## config.mk

```make
export PLATFORM = sky130hd
export DESIGN_NAME = instr_mem_loadable
export DESIGN_NICKNAME = d
export VERILOG_FILES = /design/src/rtl/instr_mem_pkg.sv /design/src/rtl/instr_mem_loader.sv /design/src/rtl/instr_mem_loadable.sv
export SDC_FILE = /design/constraint.sdc
export NUM_CORES = 1
export LEC_CHECK = 0
export BUFFER_PORTS_ARGS = -buffer_cell sky130_fd_sc_hd__buf_2
export CAP_MARGIN = 30
export CORE_MARGIN = 2
export CORE_UTILIZATION = 40
export CTS_CLUSTER_DIAMETER = 200
export CTS_CLUSTER_SIZE = 14
export DETAILED_ROUTE_END_ITERATION = 8
export PLACE_DENSITY = 0.63
export SKIP_CTS_REPAIR_TIMING = 1
export SLEW_MARGIN = 25
export SYNTH_ARGS = -nofsm -noshare
export SYNTH_HDL_FRONTEND = slang
export SYNTH_HIERARCHICAL = 1
export SYNTH_SLANG_ARGS = --single-unit
```

## constraint.sdc

```tcl
create_clock -name clk -period 2.1 [get_ports clk]
set_input_delay 0.105 -clock clk [delete_from_list [all_inputs] [get_ports clk]]
set_output_delay 0.105 -clock clk [all_outputs]
set_load 0.005 [all_outputs]
```

## src/rtl/instr_mem_pkg.sv

```systemverilog
`default_nettype none
// ============================================================================
// Module      : instr_mem_pkg
// Description : Shared constants, load-FSM state type and parity helper for
//               the loadable instruction memory.
// Revision    : 1.0 - initial release
// ============================================================================
package instr_mem_pkg;

  localparam logic [31:0] NOP_INSTR  = 32'h0000_0013;
  localparam logic [31:0] HALT_INSTR = 32'hFFFF_FFFF;

  typedef enum logic [0:0] {
    RUN  = 1'b0,
    LOAD = 1'b1
  } load_state_t;

  // Even parity over a word zero-extended to 64 bits (zero-extension leaves
  // the parity unchanged, so any instruction width up to 64 bits fits).
  function automatic logic even_parity(input logic [63:0] word);
    return ^word;
  endfunction

endpackage
`default_nettype wire

```

## src/rtl/instr_mem_loader.sv

```systemverilog
`default_nettype none
// ============================================================================
// Module      : instr_mem_loader
// Description : Serial program-load controller. Owns the RUN/LOAD FSM and the
//               write pointer, and emits one memory write per accepted beat.
//               A load ends on a HALT word or on the beat written at the last
//               address.
// Revision    : 1.0 - initial release
// ============================================================================
module instr_mem_loader
  import instr_mem_pkg::*;
#(
  parameter int DEPTH   = 32,
  parameter int INSTR_W = 32,
  parameter int PTR_W   = $clog2(DEPTH)
) (
  input  logic               clk,
  input  logic               rst_n,
  input  logic               load_start,
  input  logic               load_valid,
  input  logic [INSTR_W-1:0] load_data,
  output logic               load_ready,
  output logic               load_busy,
  output logic               load_done,
  output logic               wr_en,
  output logic [PTR_W-1:0]   wr_addr,
  output logic [INSTR_W-1:0] wr_data
);

  localparam logic [PTR_W-1:0]   c_LAST = PTR_W'(DEPTH - 1);
  localparam logic [INSTR_W-1:0] c_HALT = INSTR_W'(HALT_INSTR);

  load_state_t      r_state;
  load_state_t      w_state_nxt;
  logic [PTR_W-1:0] r_ptr;
  logic [PTR_W-1:0] w_ptr_nxt;
  logic             r_done;
  logic             w_done_nxt;

  // State, pointer and done-pulse registers.
  always_ff @(posedge clk or negedge rst_n) begin
    if (!rst_n) begin
      r_state <= RUN;
      r_ptr   <= '0;
      r_done  <= 1'b0;
    end else begin
      r_state <= w_state_nxt;
      r_ptr   <= w_ptr_nxt;
      r_done  <= w_done_nxt;
    end
  end

  // Next-state, pointer advance, write strobe and termination detection.
  always_comb begin
    w_state_nxt = r_state;
    w_ptr_nxt   = r_ptr;
    w_done_nxt  = 1'b0;
    wr_en       = 1'b0;
    wr_addr     = r_ptr;
    wr_data     = load_data;
    load_ready  = 1'b0;
    load_busy   = 1'b0;
    case (r_state)
      RUN: begin
        if (load_start) begin
          w_state_nxt = LOAD;
          w_ptr_nxt   = '0;
        end
      end
      LOAD: begin
        load_ready = 1'b1;
        load_busy  = 1'b1;
        if (load_valid) begin
          wr_en = 1'b1;
          // The pointer parks at zero instead of wrapping past the last word.
          if ((load_data == c_HALT) || (r_ptr == c_LAST)) begin
            w_state_nxt = RUN;
            w_ptr_nxt   = '0;
            w_done_nxt  = 1'b1;
          end else begin
            w_ptr_nxt = r_ptr + PTR_W'(1);
          end
        end
      end
      default: w_state_nxt = RUN;
    endcase
  end

  assign load_done = r_done;

endmodule
`default_nettype wire

```

## src/rtl/instr_mem_loadable.sv

```systemverilog
`default_nettype none
// ============================================================================
// Module      : instr_mem_loadable
// Description : Run-time loadable instruction memory with registered,
//               stall-aware fetch and sticky halt detection.
//               Optional feature macro: INSTR_PARITY_EN (per-word even parity
//               and a registered parity_err output).
// Revision    : 1.0 - initial release
// ============================================================================
module instr_mem_loadable
  import instr_mem_pkg::*;
#(
  parameter int ADDR_W  = 5,
  parameter int DEPTH   = 32,   // 2 <= DEPTH <= 2**ADDR_W
  parameter int INSTR_W = 32
) (
  input  logic               clk,
  input  logic               rst_n,
  input  logic               fetch_req,
  input  logic [ADDR_W-1:0]  fetch_addr,
  input  logic               stall,
  output logic [INSTR_W-1:0] instr,
  output logic               instr_valid,
  output logic               halt_seen,
  input  logic               load_start,
  input  logic               load_valid,
  input  logic [INSTR_W-1:0] load_data,
  output logic               load_ready,
  output logic               load_busy,
  output logic               load_done
`ifdef INSTR_PARITY_EN
  ,
  output logic               parity_err
`endif
);

  localparam int                 c_PTR_W = $clog2(DEPTH);
  localparam logic [INSTR_W-1:0] c_NOP   = INSTR_W'(NOP_INSTR);
  localparam logic [INSTR_W-1:0] c_HALT  = INSTR_W'(HALT_INSTR);

  logic [INSTR_W-1:0] r_mem [DEPTH];
  logic               w_wr_en;
  logic [c_PTR_W-1:0] w_wr_addr;
  logic [INSTR_W-1:0] w_wr_data;
  logic [c_PTR_W-1:0] w_idx;
  logic               w_in_range;
  logic               w_start;
  logic [INSTR_W-1:0] w_fetch_word;
  logic [INSTR_W-1:0] r_instr;
  logic               r_valid;
  logic               r_halt;

  instr_mem_loader #(
    .DEPTH   (DEPTH),
    .INSTR_W (INSTR_W),
    .PTR_W   (c_PTR_W)
  ) u_loader (
    .clk        (clk),
    .rst_n      (rst_n),
    .load_start (load_start),
    .load_valid (load_valid),
    .load_data  (load_data),
    .load_ready (load_ready),
    .load_busy  (load_busy),
    .load_done  (load_done),
    .wr_en      (w_wr_en),
    .wr_addr    (w_wr_addr),
    .wr_data    (w_wr_data)
  );

  // A load request is only honoured while running; it pre-empts any fetch.
  assign w_start    = load_start && !load_busy;
  assign w_idx      = fetch_addr[c_PTR_W-1:0];
  assign w_in_range = (32'(fetch_addr) < 32'(DEPTH));

  // Instruction array: cleared to NOP on reset, written only by the loader.
  always_ff @(posedge clk or negedge rst_n) begin
    if (!rst_n) begin
      for (int i = 0; i < DEPTH; i++) r_mem[i] <= c_NOP;
    end else if (w_wr_en) begin
      r_mem[w_wr_addr] <= w_wr_data;
    end
  end

  // Addressed word, or NOP when the address lies past the populated depth.
  always_comb begin
    w_fetch_word = c_NOP;
    if (w_in_range) w_fetch_word = r_mem[w_idx];
  end

  // Fetch register: cleared while loading, frozen under stall.
  always_ff @(posedge clk or negedge rst_n) begin
    if (!rst_n) begin
      r_instr <= c_NOP;
      r_valid <= 1'b0;
    end else if (w_start || load_busy) begin
      r_instr <= c_NOP;
      r_valid <= 1'b0;
    end else if (!stall) begin
      if (fetch_req) begin
        r_instr <= w_fetch_word;
        r_valid <= 1'b1;
      end else begin
        r_instr <= c_NOP;
        r_valid <= 1'b0;
      end
    end
  end

  // Sticky halt flag, raised the cycle after HALT sits in the fetch register.
  always_ff @(posedge clk or negedge rst_n) begin
    if (!rst_n) begin
      r_halt <= 1'b0;
    end else if (w_start) begin
      r_halt <= 1'b0;
    end else if (r_instr == c_HALT) begin
      r_halt <= 1'b1;
    end
  end

  assign instr       = r_instr;
  assign instr_valid = r_valid;
  assign halt_seen   = r_halt;

`ifdef INSTR_PARITY_EN
  localparam logic c_NOP_PAR = even_parity(64'(c_NOP));

  logic r_par [DEPTH];
  logic w_par_bad;
  logic r_perr;

  // Parity side-array, written alongside the data word.
  always_ff @(posedge clk or negedge rst_n) begin
    if (!rst_n) begin
      for (int i = 0; i < DEPTH; i++) r_par[i] <= c_NOP_PAR;
    end else if (w_wr_en) begin
      r_par[w_wr_addr] <= even_parity(64'(w_wr_data));
    end
  end

  // Stored parity disagrees with the word read back (in-range only).
  always_comb begin
    w_par_bad = 1'b0;
    if (w_in_range) w_par_bad = (r_par[w_idx] != even_parity(64'(r_mem[w_idx])));
  end

  // Parity error register, tracking the fetch register cycle for cycle.
  always_ff @(posedge clk or negedge rst_n) begin
    if (!rst_n) begin
      r_perr <= 1'b0;
    end else if (w_start || load_busy) begin
      r_perr <= 1'b0;
    end else if (!stall) begin
      r_perr <= fetch_req && w_par_bad;
    end
  end

  assign parity_err = r_perr;
`endif

endmodule
`default_nettype wire

```

==> results of run 1 <==
-- cell families (layout without fill, tap and decap cells) --
family | count (synthesis) | count (layout) | share of synthesized area
other cells | 0 | 2 | 0
fa+ha+maj | 2 | 2 | 0.000511
xor+xnor | 2 | 2 | 0.000358
flops | 1065 | 1065 | 0.546
buf+inv | 352 | 473 | 0.0358
simple gates | 160 | 160 | 0.0172
mux | 1463 | 1463 | 0.344
compound gates | 321 | 321 | 0.0551
-- sequential cells by signal, indices dropped and copies added, names as in the netlist --
| signal | flops |
|---|---|
| u_loader/load_done | 1 |
| u_loader/wr_addr | 5 |
| halt_seen | 1 |
| instr | 32 |
| u_loader/r_state | 1 |
| instr_valid | 1 |
| r_mem | 1024 |
-- final timing paths --
check | to | cells past startpoint | slack, ps
worst max-delay path | r_mem[872]$_DFFE_PN0P_ | 4 | -70
worst min-delay path | u_loader/wr_addr[0]$_DFFE_PN0P_ | 5 | -3
worst max register to register | r_mem[872]$_DFFE_PN0P_ | 4 | -70
worst min register to register | r_mem[43]$_DFFE_PN0P_ | 1 | 500
max in group asynchronous | r_mem[681]$_DFFE_PN0P_ | 3 | 520
min in group asynchronous | r_mem[329]$_DFFE_PN0P_ | 3 | 190
-- cells in the mapped netlist (2+ instances only) --
cell type  number
clkbuf_1      179
mux4_2         76
nand4_2         2
buf_4          55
nand3_1         6
nor2b_1        33
buf_1          51
nand4_1        14
a31oi_1         6
nor3b_1         4
dfstp_2        99
a221oi_2        4
inv_1           3
a21oi_1        36
nand3b_1        5
o41ai_2        28
a221oi_1       54
mux2_2       1024
dfrtp_1       966
a22o_1         59
ha_1            2
o22ai_1        29
nor2_1         22
mux2i_1       363
and2_1          2
a22oi_1        64
buf_2          43
buf_8           2
and3_1          2
nor4_1          2
nand2b_1        2
o21ai_0         3
o22a_1          4
a32o_1          4
a211oi_1       29
nand2_1        57
buf_6          18
nor3_1          2
or2_2           2
-- power by group through the flow --
| stage | Combinational, mW | Sequential, mW | Clock, mW |
|---|---|---|---|
| 6_report | 14.4 | 31.1 | 15.0 |
| 3_3_place_gp | 14.0 | 31.1 | 0 |
| 2_1_floorplan | 10.9 | 30.3 | 0 |
| 4_1_cts | 14.5 | 31.0 | 15.3 |
| 3_5_place_dp | 14.5 | 31.3 | 0 |
| 5_1_grt | 15.6 | 31.9 | 16.1 |
-- final cells by class --
type	instances	share of cell area
antenna	2	0.0000895
clock buffer	114	0.0411
clock inverter	5	0.00105
inverter	3	0.000201
multi-input combinational	1948	0.370
sequential	1065	0.479
tap	1625	0.0364
timing repair buffer	351	0.0722
-- metal layers --
layer	track usage	wire [µm]	up-vias
met2	0.358	65800	548
met3	0.0229	4860	169
li1	-	-	12500
met4	0.0575	3330	0
met1	0.312	63700	16000
met5	0	0	-
-- worst min-delay path, delay by kind of cell --
family                 cells  cell delay (ps)
buffers and inverters      1              120
AO/OA/AOI/OAI              1              130
AND/OR/NAND/NOR            3              270
-- per-stage QoR --
step / TNS [ps] / setup slack, ps / hold WS (ps) / instance area [µm²]
after floorplan: -3590 / -32.2 / -191 / 49000
after global placement: -13910 / -200 / 36.2 / 53400
after detailed placement: -6460 / -123 / 34.0 / 53400
after CTS: -8260 / -148 / -675 / 55800
after global routing: -15190 / -150 / 0.507 / 55900
final: -2750 / -73.7 / -2.89 / 55900
==> summary.md, run 1 <==
| Metric | Value |
|---|---|
| Status | `finished, violations left` |
| Failing checks | `hold timing, setup timing` |
| Sw Share | `0.274` |
| Via-to-Cell Ratio | `5.73` |
| Syn nets | `3410` |
| Most frequent cells in the layout | `mux2_2 (1024), dfrtp_1 (966), mux2i_1 (363)` |
| Worst Setup End Kind | `flop` |
| WP data required | `2630 ps` |
| Largest net degree at the start of global routing | `106` |
| Ys async rst share | `1.00` |
| Sequential area share after synthesis | `0.546` |
| Finished Core Util | `0.459` |
| Startpoint Class | `flop` |
| YS warnings | `6` |
| Reg2reg start | `u_loader/wr_addr[2]$_DFFE_PN0P_` |
| Post-synth EDFFs | `0` |
| Synth Cell Area | `49000 µm²` |
| Share of post-route cells with drive strength above 1 | `0.493` |
| Clock network power share | `0.248` |
| Slew headroom | `0.329` |
| TritonCTS buffer count | `86` |
| Final #Nets | `3500` |
| Most common cell after layout, fill and taps aside | `mux2_2` |
| Clk sinks | `1065` |
| Hold Path Class | `in2reg` |
| Worst setup path startpoint | `u_loader/wr_addr[2]$_DFFE_PN0P_` |
| Share of the synthesized area in the top cell type | `0.493` |
| Final worst slack | `-73.7 ps` |
| Routed WL | `138000 µm` |
| Worst path arrival time | `2710 ps` |
| Die width | `354 µm` |
| FF+latch count, synth | `1065` |
| RSZ-0062 raised after global routing | `yes` |
| Pwr Total | `60.4 mW` |
| Slew at the pin closest to its max-slew limit | `1000 ps` |
| Largest cells by area after synthesis | `dfrtp_1 (49%), mux2_2 (24%), mux2i_1 (7.4%)` |
| Sequential power share | `0.514` |
| CTS tree | `done` |
| Multi-input logic area | `20700 µm²` |
| PD cells | `1080 nW/µm²` |
| Internal power | `43.9 mW` |
| Slew Viols, Final | `0` |
| Post-route ant nets | `0` |
| Core outline area | `122000 µm²` |
| I/O pin count | `80` |
| GRT overflow | `0` |
| CP Max Fanout | `13` |
| Post-layout min period | `2170 ps` |
| Clock Latency Late Sink | `660 ps` |
| Hold_ws | `-2.89 ps` |
| Row cnt | `128` |
| Clk_skew | `27.0 ps` |
| VDD IR-drop max | `677 µV` |
| Placed insts | `4983` |
| Synth cell types | `48` |
| Critical path buffers and inverters | `1` |
| H-Tree Level Count | `3` |
| Min-delay src | `load_data[29]` |
| Slowest cell on crit path | `nor3b_1` |
| Vias in the first global route | `30400` |
| Via Count | `29300` |
| # DRC | `0` |
| GP Congestion | `0.783` |
| First-pass GRT wire length | `207000 µm` |
| Longest Clk Path Bufs | `3` |
| Area grow syn2layout | `14.1%` |
| Worst path max stage delay | `640 ps` |
| DR WL/cell | `26.9 µm` |
| Final cell count without fillers | `5113` |
| Register area | `26800 µm²` |
| Max-Cap Viols | `0` |
| Hold Vio Cnt, Final | `1` |
| Top_reg_cell synth | `dfrtp_1` |
| Die Y | `354 µm` |
| Final setup fails | `88` |
| Switching Power | `16.6 mW` |
| CP delay by family, top | `simple AND/OR/NAND/NOR gates` |
| Worst Setup Path Type | `reg2reg` |
| Initial antenna violation count | `3` |
| Fillers | `10900` |
| Mean Syn Cell Area | `14.6 µm²` |
| Final period util | `1.04` |
| HPWL Detailed | `87000 µm` |
| Port bufs | `79` |
| GRT Total Usage | `0.219` |
| CP cell instances | `nor3b_1 -> nand2_2 -> buf_12 -> mux2_2` |
| Mapped Cells | `3365` |
| Clock transition at path regs | `70 ps` |
| Post-synth top area cell | `dfrtp_1` |
| First DRT Iteration DRCs | `1945` |
| Die Area | `125000 µm²` |
| Comb power frac | `0.238` |
| Leakage Power | `26.2 nW` |
| Drt pass-1 iters | `5` |
| Root buffer cell | `clkbuf_16` |
| Fmax | `460 MHz` |
| Starting Density | `0.403` |
No activity file was read; power rests on OpenSTA's default activity.
==> run 2, diff against run 1 <==
--- a/config.mk
+++ b/config.mk
@@ -7,6 +7,7 @@
 export LEC_CHECK = 0
 export BUFFER_PORTS_ARGS = -buffer_cell sky130_fd_sc_hd__buf_2
 export CAP_MARGIN = 30
+export CORE_ASPECT_RATIO = 0.7
 export CORE_MARGIN = 2
 export CORE_UTILIZATION = 40
 export CTS_CLUSTER_DIAMETER = 200
==> summary.md, run 2 (same netlist as run 1, synthesis figures left out) <==
| Metric | Value |
|---|---|
| Slew at the pin closest to its max-slew limit | `1060 ps` |
| Die width | `422 µm` |
| DR WL/cell | `27.3 µm` |
| GRT Total Usage | `0.224` |
| Final period util | `0.984` |
| Worst Setup End Kind | `flop` |
| Max-Cap Viols | `0` |
| Post-route ant nets | `0` |
| Longest Clk Path Bufs | `3` |
| Via-to-Cell Ratio | `5.76` |
| Hold_ws | `-2.76 ps` |
| Most frequent cells in the layout | `mux2_2 (1024), dfrtp_1 (965), mux2i_1 (363)` |
| Core outline area | `122000 µm²` |
| Routed WL | `141000 µm` |
| CP Max Fanout | `11` |
| HPWL Detailed | `90900 µm` |
| Final #Nets | `3559` |
| I/O pin count | `80` |
| RSZ-0062 raised after global routing | `no` |
| Die Y | `297 µm` |
| Share of post-route cells with drive strength above 1 | `0.502` |
| Final setup fails | `0` |
| Root buffer cell | `clkbuf_16` |
| Row cnt | `107` |
| Worst Setup Path Type | `reg2reg` |
| # DRC | `0` |
| CTS tree | `done` |
| TritonCTS buffer count | `86` |
| Reg2reg setup slack | `30 ps` |
| Slew Viols, Final | `0` |
| Finished Core Util | `0.462` |
| H-Tree Level Count | `3` |
| Post-layout min period | `2070 ps` |
| Starting Density | `0.403` |
| Die Area | `125000 µm²` |
| Clk sinks | `1065` |
| GRT overflow | `0` |
| Vias in the first global route | `30300` |
| Most common cell after layout, fill and taps aside | `mux2_2` |
| Fmax | `484 MHz` |
| VDD IR-drop max | `706 µV` |
| Status | `finished, violations left` |
| Initial antenna violation count | `10` |
| First DRT Iteration DRCs | `2358` |
| Worst path arrival time | `2650 ps` |
| Port bufs | `79` |
| Drt pass-1 iters | `5` |
| PD cells | `1080 nW/µm²` |
| Pwr Total | `60.9 mW` |
| Via Count | `29900` |
| Clk_skew | `27.3 ps` |
| Slew headroom | `0.288` |
| WP data required | `2680 ps` |
| GP Congestion | `0.833` |
| Hold Vio Cnt, Final | `1` |
| Failing checks | `hold timing` |
| Clock transition at path regs | `80 ps` |
| Leakage Power | `26.4 nW` |
| Largest Register | `r_mem` |
| First-pass GRT wire length | `210000 µm` |
| Flip-flop count of the largest register after layout | `1024` |
| Clock Latency Late Sink | `710 ps` |
| Hold Path Class | `in2reg` |
| Area grow syn2layout | `14.7%` |
| Startpoint Class | `flop` |
| Largest net degree at the start of global routing | `110` |
[run 2: final cells by class]
class                      count  area [µm²]
tap                         1635        2050
clock inverter                 8         111
timing repair buffer         410        4280
fill                       10800       65400
clock buffer                 113        2250
inverter                       3        11.3
multi-input combinational   1948       20700
antenna                        2        5.00
sequential                  1065       26800
[run 2: where the power goes]
group | leakage (nW) | internal, mW | switching [mW] | total [mW]
clock network | 1.14 | 7.52 | 7.61 | 15.1
registers | 13.9 | 27.7 | 3.43 | 31.1
logic | 11.4 | 8.64 | 5.96 | 14.6
[run 2: worst paths after layout]
path	from	end	cells past startpoint
max	u_loader/wr_addr[3]$_DFFE_PN0P_	r_mem[319]$_DFFE_PN0P_	5
min in group asynchronous	rst_n	instr[31]$_DFFE_PN0P_	3
min reg2reg	r_mem[294]$_DFFE_PN0P_	r_mem[294]$_DFFE_PN0P_	1
min	load_data[4]	u_loader/wr_addr[0]$_DFFE_PN0P_	5
max in group asynchronous	rst_n	r_mem[567]$_DFFE_PN0P_	3
max reg2reg	u_loader/wr_addr[3]$_DFFE_PN0P_	r_mem[319]$_DFFE_PN0P_	5
[run 2: worst max-delay path: stages (launching register included)]
cell and delay (ps):
dfrtp_1 520, nand3b_1 340, buf_4 240, nor2_4 220, clkbuf_16 250, mux2_2 340
[run 2: layer usage]
| layer | vias to the layer above | track usage | part of all wire |
|---|---|---|---|
| met3 | 197 | 0.0363 | 0.050 |
| met4 | 0 | 0.0636 | 0.028 |
| met1 | 16200 | 0.343 | 0.49 |
| met5 | - | 0 | 0 |
| met2 | 718 | 0.326 | 0.43 |
| li1 | 12700 | - | - |
[run 2: through the flow]
stage                     cell area (µm²)  instances  setup WS [ps]  hold slack, ps  setup TNS (ps)
after floorplan                     49000       3365          -32.2            -191           -3590
after CTS                           56000       5166           -146            -701           -7630
after detailed placement            53600       5045           -103            63.5           -3680
after global placement              53600       5045          -47.7            70.3            -840
final                               56200       5184           33.6           -2.76               0
after global routing                56200       5183           4.90            1.66               0
